## config.mk

```make
export PLATFORM = sky130hd
export DESIGN_NAME = uart_frame_ctrl
export DESIGN_NICKNAME = d
export VERILOG_FILES = /design/src/rtl/uart_frame_ctrl.sv
export SDC_FILE = /design/constraint.sdc
export NUM_CORES = 1
export LEC_CHECK = 0
export CORE_MARGIN = 8
export CORE_UTILIZATION = 55
export CTS_CLUSTER_DIAMETER = 40
export DETAILED_ROUTE_END_ITERATION = 12
export PLACE_DENSITY = 0.77
export SYNTH_ARGS = -nofsm -noshare
export SYNTH_HDL_FRONTEND = slang
export SYNTH_SLANG_ARGS = --single-unit
```

## constraint.sdc

```tcl
create_clock -name sclk -period 4.6 [get_ports sclk]
set_input_delay 0.92 -clock sclk [delete_from_list [all_inputs] [get_ports sclk]]
set_output_delay 0.92 -clock sclk [all_outputs]
set_load 0.01 [all_outputs]
```

## src/rtl/uart_frame_ctrl.sv

```systemverilog
// UART byte-stream framer: validates HDR0 HDR1 CMD LEN P[..] CHK frames and
// forwards payload bytes as single-cycle write strobes with done/err pulses.
module uart_frame_ctrl #(
  parameter logic [7:0]  HDR0    = 8'h55,
  parameter logic [7:0]  HDR1    = 8'hAA,
  parameter logic [15:0] TIMEOUT = 16'd8680
) (
  input  logic       sclk,
  input  logic       s_rst_n,
  input  logic [7:0] rx_data,
  input  logic       po_flag,
  input  logic       wr_full,
  output logic [7:0] wr_data,
  output logic       wr_en,
  output logic [7:0] cmd,
  output logic [7:0] frame_len,
  output logic       frame_done,
  output logic       frame_err,
  output logic [1:0] err_code,
  output logic       busy
);

  typedef enum logic [2:0] {
    ST_IDLE,
    ST_SYNC,
    ST_CMD,
    ST_LEN,
    ST_DATA,
    ST_CHK
  } state_t;

  localparam logic [1:0] ERR_CHK  = 2'd1;
  localparam logic [1:0] ERR_TMO  = 2'd2;
  localparam logic [1:0] ERR_OVF  = 2'd3;
  // Counter is tested before it increments, so firing one below the limit
  // lands the abort on the same edge the counter would reach TIMEOUT-1.
  localparam logic [15:0] TMO_LAST = TIMEOUT - 16'd2;

  state_t      r_state;
  logic [15:0] r_cnt;
  logic [7:0]  r_acc;
  logic [7:0]  r_rem;
  logic [7:0]  r_wr_data;
  logic        r_wr_en;
  logic [7:0]  r_cmd;
  logic [7:0]  r_len;
  logic        r_done;
  logic        r_err;
  logic [1:0]  r_err_code;
  logic        r_busy;

  state_t      w_state_next;
  logic [15:0] w_cnt_next;
  logic [7:0]  w_acc_next;
  logic [7:0]  w_rem_next;
  logic [7:0]  w_wr_data_next;
  logic        w_wr_en_next;
  logic [7:0]  w_cmd_next;
  logic [7:0]  w_len_next;
  logic        w_done_next;
  logic        w_err_next;
  logic [1:0]  w_err_code_next;
  logic        w_tmo;

  assign w_tmo = (r_state != ST_IDLE) && !po_flag && (r_cnt == TMO_LAST);

  always_comb begin
    w_state_next    = r_state;
    w_acc_next      = r_acc;
    w_rem_next      = r_rem;
    w_wr_data_next  = r_wr_data;
    w_wr_en_next    = 1'b0;
    w_cmd_next      = r_cmd;
    w_len_next      = r_len;
    w_done_next     = 1'b0;
    w_err_next      = 1'b0;
    w_err_code_next = r_err_code;

    if (po_flag) begin
      case (r_state)
        ST_IDLE: begin
          if (rx_data == HDR0) w_state_next = ST_SYNC;
        end
        ST_SYNC: begin
          if (rx_data == HDR1)      w_state_next = ST_CMD;
          else if (rx_data == HDR0) w_state_next = ST_SYNC;
          else                      w_state_next = ST_IDLE;
        end
        ST_CMD: begin
          w_cmd_next   = rx_data;
          w_acc_next   = rx_data;
          w_state_next = ST_LEN;
        end
        ST_LEN: begin
          w_len_next   = rx_data;
          w_acc_next   = r_acc + rx_data;
          w_rem_next   = rx_data;
          w_state_next = (rx_data == 8'd0) ? ST_CHK : ST_DATA;
        end
        ST_DATA: begin
          if (wr_full) begin
            // Byte is dropped; bytes already written stay with the downstream.
            w_err_next      = 1'b1;
            w_err_code_next = ERR_OVF;
            w_state_next    = ST_IDLE;
          end else begin
            w_wr_data_next = rx_data;
            w_wr_en_next   = 1'b1;
            w_acc_next     = r_acc + rx_data;
            w_rem_next     = r_rem - 8'd1;
            if (r_rem == 8'd1) w_state_next = ST_CHK;
          end
        end
        ST_CHK: begin
          if (rx_data == r_acc) begin
            w_done_next = 1'b1;
          end else begin
            w_err_next      = 1'b1;
            w_err_code_next = ERR_CHK;
          end
          w_state_next = ST_IDLE;
        end
        default: w_state_next = ST_IDLE;
      endcase
    end else if (w_tmo) begin
      w_state_next = ST_IDLE;
      // A stalled sync pair is not a frame yet, so it dies silently.
      if (r_state != ST_SYNC) begin
        w_err_next      = 1'b1;
        w_err_code_next = ERR_TMO;
      end
    end
  end

  assign w_cnt_next = (po_flag || (r_state == ST_IDLE)) ? 16'd0 : r_cnt + 16'd1;

  always_ff @(posedge sclk or negedge s_rst_n) begin
    if (!s_rst_n) begin
      r_state    <= ST_IDLE;
      r_cnt      <= 16'd0;
      r_acc      <= 8'd0;
      r_rem      <= 8'd0;
      r_wr_data  <= 8'd0;
      r_wr_en    <= 1'b0;
      r_cmd      <= 8'd0;
      r_len      <= 8'd0;
      r_done     <= 1'b0;
      r_err      <= 1'b0;
      r_err_code <= 2'd0;
      r_busy     <= 1'b0;
    end else begin
      r_state    <= w_state_next;
      r_cnt      <= w_cnt_next;
      r_acc      <= w_acc_next;
      r_rem      <= w_rem_next;
      r_wr_data  <= w_wr_data_next;
      r_wr_en    <= w_wr_en_next;
      r_cmd      <= w_cmd_next;
      r_len      <= w_len_next;
      r_done     <= w_done_next;
      r_err      <= w_err_next;
      r_err_code <= w_err_code_next;
      r_busy     <= (w_state_next != ST_IDLE);
    end
  end

  assign wr_data    = r_wr_data;
  assign wr_en      = r_wr_en;
  assign cmd        = r_cmd;
  assign frame_len  = r_len;
  assign frame_done = r_done;
  assign frame_err  = r_err;
  assign err_code   = r_err_code;
  assign busy       = r_busy;

endmodule

```

* Word level (Yosys, flattened, before mapping)
Cells that the tools add are included.
** Operators by class
- Add/sub/neg operators :: 3
- Bitwise gates (word level) :: 1
- Equality and inequality tests :: 15
- $mul :: 0
- Magnitude comparators :: 0
- Div/mod/pow operators :: 0
- Reduce and logical (&&, ||, !) cells :: 18
- Shift operators :: 0
- Multiplexer cells :: 32
** Operators with widths (count)
- case mux 8 bit (3 select lines) :: 1
- adder 16 x 1 -> 16 bit, second input constant :: 1
- == test 16 x 14 -> 1 bit, second input constant :: 1
- two-way mux 16 bit :: 1
- two-way mux 8 bit :: 2
- case mux 8 bit (2 select lines) :: 1
- two-way mux 3 bit :: 5
- case mux 3 bit (5 select lines) :: 1
- two-way mux 1 bit :: 13
- two-way mux 2 bit :: 6
- AND reduction 3 bit :: 3
- nonzero test 3 bit :: 3
- adder 8 bit :: 1
- == test 8 x 1 -> 1 bit, second input constant :: 1
- == test 8 x 7 -> 1 bit, second input constant :: 1
- == test 8 bit :: 1
- == test 8 bit, second input constant :: 1
- logical NOT 8 bit :: 1
- subtractor 8 x 1 -> 8 bit, second input constant :: 1
- == test 3 x 2 -> 1 bit, second input constant :: 2
- == test 3 bit, second input constant :: 2
- inequality test 3 x 1 -> 1 bit, second input constant :: 2
- inequality test 3 bit, second input constant :: 2
- nonzero test 2 bit :: 3
- other kinds (11) :: 13
** Word-level totals
- Bits in writable memories :: 0
- ROM bits :: 0
- Bits in latches :: 0
- Bits in registers :: 65
- Word-level logic and storage cells :: 81
- Memories kept :: 0
- Input bits :: 12

* Longest topological paths before layout
- Depth in word-level cells :: 6
- Depth in mapped cells :: 9
- Mapped depth without buffers :: 9

* Least setup slack after synthesis
No wires, ideal clock.
- Path kind :: input -> register
- Start :: in rx_data[1]
- End :: reg r_acc[7]
- Setup slack :: 2.067 ns
- Arrival :: 2.411 ns
- Setup time :: 0.122 ns
- Path buffers :: 0
- Stages :: 7
- Cells stage by stage :: ha_1 -> a21o_1 -> a21o_1 -> a2111oi_0 -> nor3_1 -> mux2i_1 -> o2111a_1
** On the way
- Word-level cells in the longest chain between the ends :: 3
** Ends and longest elaborated chain
- from (decl) :: RTL line 10 : input logic [7:0] rx_data,
- adder 8 bit * :: RTL line 96, 109
- two-way mux 8 bit :: RTL line 101 : if (wr_full) begin
- case mux 8 bit (3 select lines) * :: RTL line 80 : case (r_state)
- to (signal assigned) :: RTL line 154 : r_acc <= w_acc_next;
- to (decl) :: RTL line 41 : logic [7:0] r_acc;
Mark *: on every way between the ends. The rest lies on a longest branch, timed or not. The select of a mux whose other input is x is not followed.
A chain may end at the register's enable or synchronous reset.

* Worst setup path in the final report
Ends and elaborated chain as after synthesis.

==> flow_metrics.py <==
metrics = {
    "layout": {
        "multi_input_area_um2": 1669,
        "fill_cells": 468,
        "regArea_um2": 1627,
        "utilization_pct": 68.03,
        "drive_gt1_share_pct": 13.65,
        "nNetsFinal": 400,
        "num_antenna_cells": 0,
        "synthToLayoutAreaGrowth_pct": 19.04,
    },
    "cts": {
        "cts_tree": "built",
        "cts-resized-gates": 0,
        "cts.hold.buffers_added": 0,
        "clkTransAtPathRegs_ns": 0.07,
        "clock-root-buffer": "clkbuf_8",
        "cts.sinks": 65,
        "h-tree-depth": 3,
        "post_cts_buffers": 0,
        "cts_inserted_buffers": 9,
        "cts_buffer_depth": 2,
        "clkLatencyLatePin_ns": 0.35,
    },
    "routing": {
        "dr.pass1.iters": 5,
        "avgViaCountPerCell": 5.719,
        "ant_nets": 0,
        "drt_wl_total_um": 7661,
        "vias": 2608,
        "dr.first_iter.drc_count": 161,
        "drc": 0,
        "wire_per_inst_um": 16.80,
    },
    "sta": {
        "slew_viol_final": 0,
        "finalCritPeriodShare_pct": 64.81,
        "finalSetupViolCount": 0,
        "worstMarginPinSlew_ns": 0.7529,
        "fin_tns_setup_ns": 0,
        "fin_worst_skew_ns": 0.008341,
        "slew_headroom_pct": 49.81,
        "fmax_mhz": 335.4,
        "rsz0062_at_grt": "no",
        "hold_viol": 0,
        "timing.final.crit_period_ns": 2.981,
    },
    "critical_path": {
        "critical_path_peak_fanout": 7,
        "worstSetupPathType": "in -> reg",
        "worstPathArrival_ns": 3.22,
        "cp.required_ns": 4.84,
        "crit_path_end_kind": "flip-flop",
        "setup.worst_path.start_class": "primary input",
    },
    "global_route": {
        "antenna_found_initial": 0,
        "grt.overflow.total": 0,
        "grt.total_usage_pct": 18.71,
        "grt_pass1_wl_um": 13070,
        "grt_pass1_vias": 2622,
        "grt_start_max_net_pins": 35,
    },
    "floorplanning": {
        "core_um2": 5956,
        "start_util_pct": 57.14,
        "core.rowCount": 28,
        "die_area_um2": 8961,
        "die_y_um": 94.66,
        "io_pins": 42,
        "die_w_um": 94.66,
    },
    "yosys": {
        "syn_nets": 362,
        "synth_area_leaders": "dfrtp_1 48%, mux2_2 6.9%, nand2_1 4.4%",
        "synthCells": 338,
        "yosysSeqAreaShare_pct": 47.79,
        "yosysWarningCount": 0,
        "synth.top_cell.area_share_pct": 47.79,
        "synth-async-reset-ratio_pct": 100.0,
        "synth-seq-cells": 65,
        "synthFlopType": "dfrtp_1",
        "synthesis.area_um2": 3403,
        "synth-edff-count": 0,
        "syn_area_per_cell_um2": 10.07,
        "synth.distinct_cells": 53,
        "synth_area_leader_cell": "dfrtp_1",
    },
    "power": {
        "ir_worst_vdd_uv": 389.7,
        "p_total_mw": 2.142,
        "powerDensity_nw_per_um2": 528.7,
        "leakage_nw": 1.777,
    },
    "placed_design": {
        "hpwlAfterDp_um": 5161,
        "placement.io_buffers": 41,
        "place.gp.congestion": 0.8312,
    },
    "status": {
        "status": "finished, final reports clean",
    },
    "job": {
        "cap_violations": 0,
    },
    "hold_path": {
        "hold_class": "reg -> reg",
    },
}
stage by stage:
stage	hold WS [ns]	cell area (µm²)	std cells	setup WS [ns]
after floorplan	0.4538	3403	338	2.067
after global placement	0.4621	3836	440	1.317
after detailed placement	0.4790	3836	440	1.301
after CTS	0.4976	4051	456	1.644
after global routing	0.5254	4051	456	1.537
final	0.4922	4051	456	1.619
cell usage in the layout (no fill, tap or decap), drive strengths merged, types with 2 or more instances in the layout:
master	Yosys	final
o21ai	32	32
inv	9	9
ha	11	11
mux2i	6	6
or4	2	2
a21oi	11	11
buf	9	2
or2	3	3
nand3b	2	2
clkinvlp	0	2
xnor2	4	4
mux2	22	22
a21o	4	4
nor3	11	11
o21a	2	2
a22oi	3	3
or3	4	4
o211ai	2	2
clkdlybuf4s50	0	40
nand2	40	40
xor2	13	13
nand4	7	7
and3	2	2
nand3	9	9
nor3b	3	3
nor4	4	4
nand2b	5	5
a31oi	2	2
nor2	30	30
dfrtp	65	65
clkbuf	6	12
kinds of logic (layout without fill, tap and decap cells):
group           Yosys count  after routing  synth area share [%]
buf+inv                  24             67                 3.161
simple gates            128            128                 19.04
flops                    65             65                 47.79
fa+ha+maj                12             12                 4.632
compound gates           64             64                 11.84
xor+xnor                 17             17                 4.375
mux                      28             28                 9.154
sequential cells by signal (all words and copies together), names as in the netlist:
register and cells:
r_acc 8, err_code 2, frame_len 8, frame_err 1, wr_en 1, cmd 8, r_state 3, busy 1
frame_done 1, r_rem 8, r_cnt 16, wr_data 8
report_power, final:
group,internal (mW),switching (mW),total [mW]
clock network,0.294,0.230,0.524
logic,0.402,0.370,0.772
registers,0.728,0.118,0.846
total,1.42,0.718,2.14
synthesized netlist by cell type (all sizes together), types with 4 or more instances:
master	instances
mux2i	6
xor2	13
nand3	9
a21o	4
buf	9
o21ai	32
nor2	30
or3	4
a21oi	11
inv	9
xnor2	4
mux2	22
clkbuf	6
nand4	7
ha	11
nand2b	5
nand2	40
nor3	11
dfrtp	65
nor4	4
metal layers:
metal / vias to the layer above / share of wire, % / routed length, µm / GRT usage [%]
li1: 1267 / - / - / -
met1: 1262 / 47 / 3582 / 24.72
met2: 66 / 46 / 3522 / 28.62
met3: 13 / 5.4 / 412 / 5.159
met4: 0 / 1.9 / 143 / 7.152
met5: - / 0 / 0 / 0
path summary, 6_finish.rpt:
check | from | to | slack [ns] | cells past startpoint
worst max-delay path | rx_data[1] | r_acc[7] | 1.62 | 8
worst min-delay path | r_acc[2] | r_acc[2] | 0.49 | 2
worst max register to register | r_state[2] | r_rem[3] | 2.27 | 5
worst min register to register | r_acc[2] | r_acc[2] | 0.49 | 2
max in group asynchronous | s_rst_n | r_cnt[0] | 3.07 | 2
min in group asynchronous | s_rst_n | r_rem[5] | 0.64 | 1
worst max-delay path, stage by stage:
cell and delay, ns:
clkdlybuf4s50_1 0.62, ha_1 0.30, a21o_1 0.22, a21o_1 0.20
a2111oi_0 0.43, nor3_1 0.13, mux2i_1 0.16, o2111a_1 0.23
cell type report:
type | count | share of cell area [%]
Inverter | 9 | 0.8338
Clock inverter | 4 | 1.235
Multi-Input combinational cell | 249 | 41.20
Tap cell | 75 | 2.316
Timing Repair Buffer | 42 | 10.19
Clock buffer | 12 | 4.077
Sequential cell | 65 | 40.15
No activity file was read; power rests on OpenSTA's default activity.
==> edit 1: new RTL, config.mk and constraints unchanged <==
Register the output `frame_err` once more; this adds one clock of latency there. The other outputs are not delayed to match.
--- a/src/rtl/uart_frame_ctrl.sv
+++ b/src/rtl/uart_frame_ctrl.sv
@@ -169,7 +169,9 @@
   assign cmd        = r_cmd;
   assign frame_len  = r_len;
   assign frame_done = r_done;
-  assign frame_err  = r_err;
+  always_ff @(posedge sclk) begin
+    frame_err <= r_err;
+  end
   assign err_code   = r_err_code;
   assign busy       = r_busy;
 
Check against the original RTL: not equivalent (a bounded check fails within 10 cycles, from zero or initial values and one cycle with s_rst_n low).
==> edit 1 against the unedited design <==
Area after synthesis increased by 0.59%; worst setup slack got worse by 0.16 ns; maximum frequency decreased by 5.2%; final area about the same; combinational power increased by 2%; via count increased by 5.1%; hold slack got worse by 0.15 ns; register-to-register slack got worse by 0.03 ns; sequential cell count increased by 1; total power increased by 0.21%; routed wire length increased by 4.9%; synthesized cell count increased by 0.30%; critical path type unchanged.
==> edit 1: results (changes against the unedited design) <==
run status=completed (unchanged); placed instance area=3856 um2 (was 3836 um2); Synth Net Count=363 (was 362); reg2reg start=r_acc[1] (was r_state[2]); r2r setup slk=2.24 ns (was 2.27 ns); Synth warnings=0 (unchanged); max incr delay on CP=0.61 ns; initial antenna violation count=0 (unchanged); sequential fraction of the synthesis area=48.10% (was 47.79%); Total GRT Usage=19.16% (was 18.71%); Leak=1.781 nW (was 1.777 nW); Max IR drop VDD=0.4112 mV (was 0.3897 mV); CP arrival=3.38 ns (was 3.22 ns); layout cell share with drive strength beyond 1=12.83% (was 13.65%); sink of the worst hold path=frame_err (was r_acc[2]); pin count of the biggest net entering global routing=35 (unchanged); Setup Skew=0.006116 ns (was 0.008341 ns); Hold Path Stages=0 (was 2); placed cell count=441 (was 440); GPL Wtd Cong=0.8087 (was 0.8312); Reg2Reg Depth=7 (was 5); routed vias=2742 (was 2608); hold_ws=0.3419 ns (was 0.4922 ns); CP Max Fanout=7 (unchanged); hold_sp=r_err (was r_acc[2]); post-CTS setup buffers=0 (unchanged); CP Capture Type=flop (unchanged); FF-to-FF End=r_acc[7] (was r_rem[3]); most frequent cells after synthesis=dfrtp_1 (65), nand2_1 (40), o21ai_0 (30) (unchanged); Worst-path clk slew=0.07 ns (about the same); Hold Path Class=reg2reg (unchanged); latest clock arrival within the worst-skew pair=between 0.3 and 0.4 ns; met2 GRT Util=30.65% (was 28.62%); global-route track usage on met3=4.365% (was 5.159%); CP delay by family, top=compound AO/OA/AOI/OAI gates (unchanged); leading post-synthesis cells by cell area=dfrtp_1 (48%), mux2_2 (6.9%), nand2_1 (4.4%) (unchanged); vias in the first global route=2752 (was 2622); max FFs per register=16 (unchanged); CTS max path bufs=2 (unchanged); Routed WL per cell=17.59 um (was 16.80 um); first-pass GRT wire length=13.50 mm (was 13.07 mm); Synth Instances=339 (was 338); post-route setup slack=1.455 ns (was 1.619 ns); nets@finish=401 (was 400); met1 GRT Util=23.94% (was 24.72%); ys async rst share=98.48% (was 100.0%); IO buf count=41 (unchanged); non-filler cells in the finished layout=457 (was 456); Most used DFF post-synth=dfrtp_1 (unchanged); slew at the pin closest to its max-slew limit=0.7704 ns (was 0.7529 ns); pre-CTS WS=1.315 ns (was 1.301 ns); Starting DRT DRC Count=151 (was 161); total gr overflow=0 (unchanged); HPWL Detailed=5.515 mm (was 5.161 mm); Distinct cells, synth=54 (was 53)
-- edit 1: cell count changes after synthesis --
cell	change
dfxtp_1	+1
-- edit 1: routing by layer --
layer	vias to the layer above	wire, um
met5	-	0
met4	0	215
met3	26	497
met2	98	3826
met1	1339	3498
li1	1279	-
-- edit 1: kinds of logic after synthesis --
logic type                 count (synthesis)  synth area share [%]
muxes                                     28                 9.101
xor gates and xnor gates                  17                 4.349
buffers and inverters                     24                 3.143
DFF                                       66                 48.10
adders and majority gates                 12                 4.605
AOI/OAI and AO/OA                         64                 11.77
and+or+nand+nor                          128                 18.93
-- edit 1: power by group --
group          switching [W]  internal, W
clock               0.000222     0.000280
combinational       0.000383     0.000402
sequential          0.000122     0.000737
total               0.000727      0.00142
-- edit 1: cell type report --
class	instances	area (um2)
Fill cell	485	1902
Inverter	9	33.78
Tap cell	75	93.84
Clock buffer	14	162.7
Multi-Input combinational cell	249	1669
Clock inverter	2	35.03
Sequential cell	66	1647
Timing Repair Buffer	42	412.9
==> edit 2: new RTL, same settings <==
Made on the original files. `HDR1`: 8'hAA -> 8'h7F.
--- a/src/rtl/uart_frame_ctrl.sv
+++ b/src/rtl/uart_frame_ctrl.sv
@@ -2,7 +2,7 @@
 // forwards payload bytes as single-cycle write strobes with done/err pulses.
 module uart_frame_ctrl #(
   parameter logic [7:0]  HDR0    = 8'h55,
-  parameter logic [7:0]  HDR1    = 8'hAA,
+  parameter logic [7:0]  HDR1    = 8'h7F,
   parameter logic [15:0] TIMEOUT = 16'd8680
 ) (
   input  logic       sclk,
Behaviour: not the same (Yosys sat finds a counterexample within 4 cycles, from zero or initial values and one cycle with s_rst_n low).
==> edit 2 against the unedited design <==
Routed wire length decreased by 1.1%; worst setup slack gained 0.047 ns; final area shrank 2.7%; count of clock-buffer cells in the layout grew 2; area after synthesis shrank 3.0%; cell count is 1.5% lower; critical path depth unchanged; sequential cell count did not move; largest cell class is now registers.
Power is not compared: it rests on default switching activity, and its combinational part moved more than twofold at a synthesized area within 25%.
==> edit 2: results (changes against the unedited design) <==
run status=completed (unchanged); first-pass GRT wire length=12.64 mm (was 13.07 mm); most frequent cells after synthesis=dfrtp_1 (65), nand2_1 (34), nor2_1 (32) (was dfrtp_1 (65), nand2_1 (40), o21ai_0 (30)); Max IR drop VDD=between 0.15 and 0.2 mV; latest clock arrival within the worst-skew pair=0.34 ns; max incr delay on CP=0.58 ns (was 0.62 ns); final wirelength=7.578 mm (was 7.661 mm); WL met1=3.522 mm (was 3.582 mm); vias in the first global route=2609 (was 2622); filler instances=451 (was 468); Vias per Instance=5.604 (was 5.719); Worst slew margin=29.99% (was 49.81%); Total GRT Usage=18.43% (was 18.71%); Setup Skew=0.006800 ns (was 0.008341 ns); ys async rst share=100.0% (unchanged); slowest library cell on the worst path=clkdlybuf4s50_1 (unchanged); met2 routed WL=3.599 mm (was 3.522 mm); sequential fraction of the synthesis area=49.26% (was 47.79%); CP Max Fanout=9 (was 7); Starting DRT DRC Count=148 (was 161); DR WL met3=310 um (was 412 um); initial antenna violation count=0 (unchanged); CP delay by family, top=simple AND/OR/NAND/NOR gates (was compound AO/OA/AOI/OAI gates); leading post-synthesis cells by cell area=dfrtp_1 (49%), mux2_2 (6.8%), ha_1 (4.2%) (was dfrtp_1 (48%), mux2_2 (6.9%), nand2_1 (4.4%)); Synth Net Count=351 (was 362); GPL Wtd Cong=0.9039 (was 0.8312); nets@finish=393 (was 400); r2r setup slk=2.29 ns (was 2.27 ns); Distinct cells, synth=52 (was 53); CP arrival=3.17 ns (was 3.22 ns)
==> edit 2: cell count changes after synthesis, moves of 3 or more <==
cell      before  now
clkbuf_1       5    2
nor3b_1        3    0
nand4_1        7    3
o22a_1         0    3
nand2_1       40   34
a21o_1         4    1
a21oi_1       11   17
mux2i_1        6    2
o21ai_0       30   24
inv_1          9   14
nor2_1        29   32
==> edit 2: final cells by class <==
cell class	count	area [um2]	area share [%]
Sequential cell	65	1627	41.26
Multi-Input combinational cell	236	1556	39.48
Clock inverter	2	10.01	0.2539
Inverter	14	52.55	1.333
Timing Repair Buffer	43	420.4	10.66
Clock buffer	14	182.7	4.633
Tap cell	75	93.84	2.380
==> edit 2: worst min-delay path: cells and delay by family (launching register included) <==
family / cells / cell delay [ns]
AO/OA/AOI/OAI: 1 / 0.06
flip-flops: 1 / 0.35
AND/OR/NAND/NOR: 1 / 0.05
==> edit 2: worst paths after layout <==
kind,to,depth (start not counted),start
worst max-delay path,err_code[1],8,rx_data[6]
worst min-delay path,frame_len[1],2,frame_len[1]
worst max register to register,r_acc[2],5,r_state[0]
worst min register to register,frame_len[1],2,frame_len[1]
max in group asynchronous,cmd[5],2,s_rst_n
min in group asynchronous,frame_len[0],1,s_rst_n
==> edit 2: logic make-up (layout without fill, tap and decap cells) <==
logic type | count (synthesis) | count (layout) | share of synthesized area (%)
AO/OA/AOI/OAI | 64 | 64 | 11.90
XOR/XNOR | 18 | 18 | 4.774
adder cells (fa/ha/maj) | 12 | 12 | 4.774
buffers and inverters | 26 | 73 | 3.600
flip-flops | 65 | 65 | 49.26
multiplexers | 22 | 22 | 7.427
AND/OR/NAND/NOR | 120 | 120 | 18.26
==> edit 2: metal layers <==
layer,global-route usage [%],vias up
li1,-,1228
met1,22.95,1217
met2,28.97,57
met3,5.048,14
met4,8.725,0
met5,0,-
==> edit 2: power breakdown <==
group	switching [W]	internal (W)	leakage (nW)
clock	0.000216	0.000253	0.102
sequential	0.00000348	0.000576	0.888
combinational	0.0000444	0.0000297	0.812
==> edit 2: per-stage QoR <==
stage | cell area [um2] | hold slack [ns] | std cells | setup slack (ns)
2_1_floorplan | 3302 | 0.4485 | 327 | 2.187
3_3_place_gp | 3750 | 0.4616 | 433 | 1.406
3_5_place_dp | 3750 | 0.4754 | 433 | 1.349
5_1_grt | 3943 | 0.5163 | 449 | 1.478
4_1_cts | 3943 | 0.4907 | 449 | 1.682
6_report | 3943 | 0.4908 | 449 | 1.666
